<file path="config.mk">
export PLATFORM = sky130hd
export DESIGN_NAME = store_load_forward
export DESIGN_NICKNAME = d
export VERILOG_FILES = /design/src/rtl/sb_pkg.sv /design/src/rtl/sb_match.sv /design/src/rtl/store_load_forward.sv
export SDC_FILE = /design/constraint.sdc
export NUM_CORES = 1
export LEC_CHECK = 0
export CORE_MARGIN = 2
export CORE_UTILIZATION = 40
export CTS_BUF_LIST = sky130_fd_sc_hd__clkbuf_8
export DETAILED_ROUTE_END_ITERATION = 7
export GPL_TIMING_DRIVEN = 0
export HOLD_SLACK_MARGIN = 0.15
export PLACE_DENSITY_LB_ADDON = 0.08
export SYNTH_ARGS = -nofsm -noshare
export SYNTH_HDL_FRONTEND = slang
export SYNTH_SLANG_ARGS = --single-unit
</file>
<file path="constraint.sdc">
create_clock -name clk -period 5.55 [get_ports clk]
set_input_delay 1.3875 -clock clk [delete_from_list [all_inputs] [get_ports clk]]
set_output_delay 1.3875 -clock clk [all_outputs]
set_load 0.05 [all_outputs]
</file>
<file path="src/rtl/sb_pkg.sv">
// Shared types and width constants for the MEM-stage store buffer.
// The entry layout is fixed by SB_AW/SB_DW; DEPTH-dependent widths come from sb_ptr_w().
package sb_pkg;

  localparam int SB_AW    = 32;
  localparam int SB_DW    = 32;
  localparam int SB_DEPTH = 4;
  localparam int SB_PTR_W = $clog2(SB_DEPTH);

  typedef struct packed {
    logic              valid;
    logic [SB_AW-1:2]  waddr;
    logic [SB_DW-1:0]  data;
  } sb_entry_t;

  function automatic int sb_ptr_w(input int depth);
    return $clog2(depth);
  endfunction

endpackage

</file>
<file path="src/rtl/sb_match.sv">
// Youngest-match select: walks entries from head (oldest) toward tail so the
// last hit seen is the youngest buffered store to the load's word address.
module sb_match
  import sb_pkg::*;
#(
  parameter int DEPTH = SB_DEPTH,
  localparam int PTR_W = sb_ptr_w(DEPTH)
) (
  input  sb_entry_t         entries [DEPTH],
  input  logic [PTR_W-1:0]  head,
  input  logic [PTR_W:0]    count,
  input  logic [SB_AW-1:2]  ld_waddr,
  output logic              hit,
  output logic [SB_DW-1:0]  data
);

  logic [PTR_W-1:0] idx;

  always_comb begin
    hit  = 1'b0;
    data = '0;
    idx  = '0;
    for (int i = 0; i < DEPTH; i++) begin
      idx = head + PTR_W'(i);
      if (((PTR_W+1)'(i) < count) && entries[idx].valid &&
          (entries[idx].waddr == ld_waddr)) begin
        hit  = 1'b1;
        data = entries[idx].data;
      end
    end
  end

endmodule

</file>
<file path="src/rtl/store_load_forward.sv">
// Word-granular MEM-stage store buffer: in-order retire over req/ack and
// store-to-load forwarding. Define SB_LOAD_FORWARD_EN to forward; otherwise matching loads stall.
module store_load_forward
  import sb_pkg::*;
#(
  parameter int DEPTH = SB_DEPTH,
  parameter int AW    = SB_AW,
  parameter int DW    = SB_DW
) (
  input  logic          clk,
  input  logic          rst_n,
  input  logic          st_valid,
  input  logic [AW-1:0] st_addr,
  input  logic [DW-1:0] st_data,
  input  logic          ld_valid,
  input  logic [AW-1:0] ld_addr,
  input  logic          fence,
  output logic          fwd_hit,
  output logic [DW-1:0] fwd_data,
  output logic          stall,
  output logic          empty,
  output logic          mem_req,
  output logic [AW-1:0] mem_addr,
  output logic [DW-1:0] mem_wdata,
  input  logic          mem_ack
);

  localparam int PTR_W = sb_ptr_w(DEPTH);

  sb_entry_t        entries_q [DEPTH];
  sb_entry_t        entries_d [DEPTH];
  logic [PTR_W-1:0] head_q, head_d;
  logic [PTR_W-1:0] tail_q, tail_d;
  logic [PTR_W:0]   count_q, count_d;

  logic             full;
  logic             enq;
  logic             ret;
  logic             match_hit;
  logic [DW-1:0]    match_data;
  logic             ld_hazard;

  assign full      = (count_q == (PTR_W+1)'(DEPTH));
  assign empty     = (count_q == '0);
  assign mem_req   = !empty;
  assign ret       = mem_req && mem_ack;
  // No enqueue while draining; a full buffer never writes through.
  assign enq       = st_valid && !full && !fence;
  assign mem_addr  = {entries_q[head_q].waddr, 2'b00};
  assign mem_wdata = entries_q[head_q].data;

  always_comb begin
    entries_d = entries_q;
    head_d    = head_q;
    tail_d    = tail_q;
    count_d   = count_q;
    if (ret) begin
      entries_d[head_q].valid = 1'b0;
      head_d = head_q + PTR_W'(1);
    end
    if (enq) begin
      entries_d[tail_q].valid = 1'b1;
      entries_d[tail_q].waddr = st_addr[AW-1:2];
      entries_d[tail_q].data  = st_data;
      tail_d = tail_q + PTR_W'(1);
    end
    case ({enq, ret})
      2'b10:   count_d = count_q + (PTR_W+1)'(1);
      2'b01:   count_d = count_q - (PTR_W+1)'(1);
      default: count_d = count_q;
    endcase
  end

  always_ff @(posedge clk) begin
    if (!rst_n) begin
      head_q  <= '0;
      tail_q  <= '0;
      count_q <= '0;
      for (int i = 0; i < DEPTH; i++) entries_q[i] <= '0;
    end else begin
      head_q    <= head_d;
      tail_q    <= tail_d;
      count_q   <= count_d;
      entries_q <= entries_d;
    end
  end

  // Compares against registered contents only, so a same-cycle store is never seen.
  sb_match #(.DEPTH(DEPTH)) u_match (
    .entries  (entries_q),
    .head     (head_q),
    .count    (count_q),
    .ld_waddr (ld_addr[AW-1:2]),
    .hit      (match_hit),
    .data     (match_data)
  );

`ifdef SB_LOAD_FORWARD_EN
  assign fwd_hit   = ld_valid && match_hit;
  assign fwd_data  = fwd_hit ? match_data : '0;
  assign ld_hazard = 1'b0;
`else
  logic unused_match_data;
  assign unused_match_data = ^match_data;
  assign fwd_hit   = 1'b0;
  assign fwd_data  = '0;
  assign ld_hazard = ld_valid && match_hit;
`endif

  assign stall = (st_valid && full) || (fence && !empty) || ld_hazard;

endmodule
</file>
==> flow_metrics.tcl, run 1 <==
set metrics [dict create \
    path_delay_family "simple AND/OR/NAND/NOR gates" \
    crit_path_top_delay_cell "nor4_1" \
    num_vias 13380 \
    rsz0062_at_grt "false" \
    path_max_fanout 10 \
    num_io_pins 202 \
    reg2reg_from "count_q[0]" \
    p_total_uw 6205 \
    hold_path_end "entries_q[19]" \
    route.detailed.drc 0 \
    use_met2_pct 48.50 \
    synth_seq_area_share_pct 33.70 \
    setup_violations 0 \
    postSynthCellCount 1644 \
    synth_cell_types 48 \
    cts.sinks 259 \
    placementRows 71 \
    r2r_cells 9 \
    cellPowerDensity_nw_per_um2 328.6 \
    gr-usage-all-layers_pct 29.26 \
    end_kind "output pin" \
    start_kind "register" \
    hold_depth 2 \
    synth_edf_count 0 \
    cpPeakStageDelay_ns 0.48 \
    finalCriticalPeriod_ns 5.498 \
    cts_made_buffers 46 \
    post-place-cells 2334 \
    worstSetupPathType "reg2out" \
    r2r_end "entries_q[44]" \
    routed_via_density 5.523 \
    hpwlAfterDp_mm 43.48 \
    ctsHoldBuffers 0 \
    outcome "complete, no violations" \
    drv_slew 0 \
    cts_buffer_depth 3 \
    grt_pass1_vias 12910 \
    fin_area_um2 18890 \
    synth_area_um2 15390 \
    fmax_mhz 181.9 \
    synth_area_leaders "dfxtp_1 (34%), mux4_2 (19%), nand2_1 (13%)" \
    ys_async_sr_fraction_pct 0 \
    arrival_ns 4.11 \
    grt.overflow.total 0 \
    fin_crit_sh_pct 99.06 \
    critical_path_required_ns 4.16 \
    synth_common_cells "nand2_1 (517), dfxtp_1 (259), a21boi_0 (249)" \
    cts_tree "yes" \
    cp.depth 11 \
    clkSlewWorstSetupHoldPaths_ns 0.06 \
    hp-class "reg2reg" \
    leakagePower_uw 0.006267 \
    start_util_pct 40.76 \
    antenna_left 0 \
    worstSkewPairLatency_ns 0.62 \
    coreArea_um2 37760 \
    synth_most_common_cell "nand2_1" \
    synth.top_cell.area_share_pct 33.70 \
    timing.reg2reg.setup_slack_ns 2.18 \
    yosys_warnings 0 \
    top_usage_layer "met2" \
    globalplace.congestion 0.9816 \
    dr.pass1.iters 5 \
    ir_drop_mv 0.3288 \
    drtIter0Drc 1047 \
    drive_gt1_share_pct 15.65 \
    min_from "entries_q[19]" \
    worst_slew_pin_slew_ns 1.196 \
    synth_largest_area_cell "dfxtp_1" \
    crit_path_cell_trace "buf_4 -> buf_6 -> buf_6 -> mux4_2 -> xor2_1 -> nor4_1 -> nand4_1 -> nor4_2 -> o31ai_4 -> o211ai_1 -> buf_4" \
    path_buf_inv 4 \
    port_buffers 145 \
    die_y_um 200.1 \
    root_buffer "clkbuf_8" \
    routed_wl_mm 59.32 \
    synth-main-ff-cell "dfxtp_1" \
    globalRouteMet1Util_pct 37.93 \
    syn_to_final_growth_pct 22.74 \
    grt_use_met3_pct 6.183 \
    post_synth.cell_area_avg_um2 9.360 \
    die-area_um2 40050 \
    nNetsFinal 2002 \
    maxCapViolCount 0 \
    wl_per_cell_um 24.48 \
    worst_clock_skew_ns 0.02957 \
    ys_ff_latch 259 \
    dpl_cell_area_um2 17610 \
    antenna_found_initial 1 \
    htree_levels 2 \
    final_cells 2423 \
    finalHoldViolations 0 \
    grt_pass1_wl_mm 86.67 \
    grt_max_degree 19 \
    max_slew_margin_pct 20.30 \
    die_w_um 200.1 \
]
## through the flow
step | util, % | setup TNS, ns | hold slack (ns) | worst slack (ns)
2_1_floorplan | - | 0 | 0.4402 | 0.1579
3_3_place_gp | 46.63 | -2.137 | 0.4479 | -2.137
3_5_place_dp | 46.63 | -2.054 | 0.4562 | -2.054
4_1_cts | 49.86 | 0 | 0.4641 | 0.005613
5_1_grt | 50.02 | 0 | 0.4778 | 0.008526
6_report | 50.02 | 0 | 0.4604 | 0.05225
## repair_timing
item                       in CTS  in global routing
gates resized for setup        63                 13
pin swaps                      12                  7
cloned                          0                  0
setup buffers                  17                  4
setup endpoints to repair      32                  1
## sequential cells by signal, indices dropped and copies added, names as in the netlist
signal and flops:
count_q 3, tail_q 2, head_q 2, entries_q 252
## per-layer routing
layer / up-vias / part of all wire, %
met5: - / 0
met4: 0 / 2.9
met3: 112 / 8.1
met2: 578 / 48
met1: 6563 / 41
li1: 6129 / -
## kinds of logic (layout without fill, tap and decap cells)
group | after synthesis | count (layout) | synth area share, %
buffers and inverters | 184 | 417 | 6.294
XOR/XNOR | 118 | 118 | 6.717
AO/OA/AOI/OAI | 303 | 303 | 14.58
AND/OR/NAND/NOR | 588 | 588 | 15.43
flip-flops | 259 | 259 | 33.70
multiplexers | 178 | 178 | 22.21
adder cells (fa/ha/maj) | 13 | 13 | 1.057
other | 1 | 36 | 0.02437
## cells in the final DEF, fill, tap and decap left out, types with 5 or more instances in the layout
master           Yosys  routed
buf_4               45      63
nor4_2               0       6
clkdlybuf4s50_1      0     144
nand2_1            517     517
a21oi_1             12      12
o21ai_0              9       9
mux4_2             129     129
clkbuf_8             0      50
mux2i_1             44      44
xnor2_2              0       5
xnor2_1             55      50
and2_1              11      11
conb_1               1      35
dfxtp_1            259     257
nor4_1              19      12
buf_6               10       8
o211ai_1             5       5
nand4_1             14      14
buf_2               13       5
buf_1                7       7
clkbuf_1            94      93
inv_1               11      26
a21boi_0           249     249
xor2_1              63      62
buf_12               1       7
nor2b_1             12      12
ha_1                13      12
## power by group
part,internal [µW],switching [µW]
Combinational,989,1480
Clock,914,820
Sequential,1930,72.8
## worst min-delay path, stage by stage, from the launching register on
cell      delay (ns)
dfxtp_1         0.30
nand2_1         0.04
a21boi_0        0.06
## area by class of cell
type | count | area, µm²
Tap cell | 511 | 639.4
Clock inverter | 22 | 162.7
Sequential cell | 259 | 5192
Antenna cell | 1 | 2.502
Timing Repair Buffer | 166 | 1635
Multi-Input combinational cell | 1235 | 9489
Inverter | 13 | 63.81
Buffer | 166 | 1012
Fill cell | 3650 | 18870
Clock buffer | 50 | 688.2
## worst max path at each step
stage / from / end
3_3_place_gp: head_q[0] / stall
2_1_floorplan: head_q[0] / stall
3_5_place_dp: head_q[0] / stall
6_report: head_q[0] / stall
4_1_cts: head_q[1] / stall
5_1_grt: head_q[1] / stall
No activity file was read; power rests on OpenSTA's default activity.
==> run 2, diff against run 1 <==
- clock period: 5.55 -> 5.9 ns (I/O delays scaled with it)
==> flow_metrics.tcl, run 2 (synthesis results as in run 1) <==
set metrics [dict create \
    outcome "complete, no violations" \
    htree_levels 2 \
    post-place-cells 2334 \
    num_io_pins 202 \
    fin_ws_ns 0.1038 \
    routed_wl_mm 58.91 \
    die_w_um 200.1 \
    hp-class "reg2reg" \
    antenna_left 0 \
    root_buffer "clkbuf_8" \
    rsz0062_at_grt "false" \
    top_register "entries_q" \
    route.detailed.drc 0 \
    gr-usage-all-layers_pct 29.13 \
    finalHoldViolations 0 \
    timing.reg2reg.setup_slack_ns 2.52 \
    final_common_cell "nand2_1" \
    worstSetupPathType "reg2out" \
    die_y_um 200.1 \
    worst_slew_pin_slew_ns 1.200 \
    coreArea_um2 37760 \
    reg.largest.list "entries_q (252), count_q (3)" \
    hpwlAfterDp_mm 43.48 \
    critical_path_required_ns 4.43 \
    grt.overflow.total 0 \
    path_max_fanout 10 \
    cts.sinks 259 \
    crit_path_top_delay_cell "or4_4" \
    fmax_mhz 172.5 \
    nNetsFinal 1998 \
    final_cells 2419 \
    crit_path_cell_trace "buf_6 -> buf_12 -> buf_16 -> buf_12 -> buf_16 -> clkinvlp_4 -> ha_4 -> buf_4 -> mux4_2 -> xnor2_1 -> nand4_1 -> or4_4 -> nor4_4 -> o31ai_4 -> o211ai_1 -> buf_4" \
    globalplace.congestion 0.9816 \
    setup_violations 0 \
    leakagePower_uw 0.006228 \
    finish.utilization_pct 49.82 \
    syn_to_final_growth_pct 22.23 \
    cellPowerDensity_nw_per_um2 309.4 \
    ir_drop_mv 0.3088 \
    routed_via_density 5.508 \
    path_delay_family "buffers and inverters" \
    drv_slew 0 \
    grt_max_degree 19 \
    port_buffers 145 \
    end_kind "output pin" \
    start_kind "register" \
    dr.pass1.iters 5 \
    cts_tree "yes" \
    num_vias 13320 \
    drtIter0Drc 1092 \
    start_util_pct 40.76 \
    cpPeakStageDelay_ns 0.59 \
    grt_pass1_wl_mm 86.26 \
    setup_tns_ns 0 \
    maxCapViolCount 0 \
    fin_hold_ws_ns 0.4604 \
    placementRows 71 \
    worst_clock_skew_ns 0.03121 \
    path_buf_inv 8 \
    cts_made_buffers 46 \
    largest_reg_flops 252 \
    fin_crit_sh_pct 98.24 \
    finalCriticalPeriod_ns 5.796 \
    worstSkewPairLatency_ns 0.62 \
    pre_cts_ws_ns -1.792 \
    max_slew_margin_pct 19.98 \
    drive_gt1_share_pct 15.21 \
    wl_per_cell_um 24.35 \
    die-area_um2 40050 \
    grt_pass1_vias 12840 \
    antenna_found_initial 1 \
    clkSlewWorstSetupHoldPaths_ns 0.06 \
    layout_common_cells "nand2_1 (517), dfxtp_1 (257), a21boi_0 (249)" \
    arrival_ns 4.32 \
    cts_buffer_depth 3 \
]
run 2: power breakdown:
| part | internal, µW | switching (µW) | leakage, µW | total (µW) |
|---|---|---|---|---|
| clock | 860 | 768 | 0.000495 | 1630 |
| sequential | 1810 | 63.2 | 0.00210 | 1870 |
| combinational | 929 | 1390 | 0.00364 | 2320 |
run 2: cell type report:
class | count | area [µm²]
timing repair buffer | 159 | 1567
sequential | 259 | 5187
buffer | 169 | 1047
multi-input combinational | 1235 | 9459
tap | 511 | 639.4
fill | 3662 | 18950
antenna | 1 | 2.502
inverter | 13 | 55.05
clock buffer | 50 | 688.2
clock inverter | 22 | 162.7
run 2: worst paths after layout:
kind,cells after the start,startpoint,endpoint
setup / recovery,16,head_q[0],stall
hold / removal,2,entries_q[19],entries_q[19]
setup reg to reg,9,count_q[0],entries_q[44]
hold reg to reg,2,entries_q[19],entries_q[19]
run 2: repair_timing:
action                     CTS  global route
hold buffers                 0             0
resized for setup           48            11
setup buffers                7             7
pin swaps                    8             9
setup endpoints to repair   13             1
run 2: worst reg2reg max path, cell delays in order (launching register included):
cell      delay, ns
dfxtp_1        0.43
inv_1          0.11
ha_1           0.25
a211oi_1       0.28
clkbuf_1       0.37
and2_1         0.18
clkbuf_1       0.71
clkbuf_1       0.63
nand2_1        0.14
a21boi_0       0.19
run 2: layer usage:
| layer | share of wire [%] | track usage (%) |
|---|---|---|
| met5 | 0 | 0 |
| met4 | 2.9 | 9.622 |
| met3 | 7.3 | 5.760 |
| met2 | 48 | 48.40 |
| met1 | 42 | 38.05 |
run 2: per-stage QoR:
step                      power [µW]  cell area, µm²
final                           5820           18810
after global routing            6024           18810
after CTS                       5798           18690
after detailed placement        4024           17610
after global placement          4021           17610
after floorplan                 3275           15510
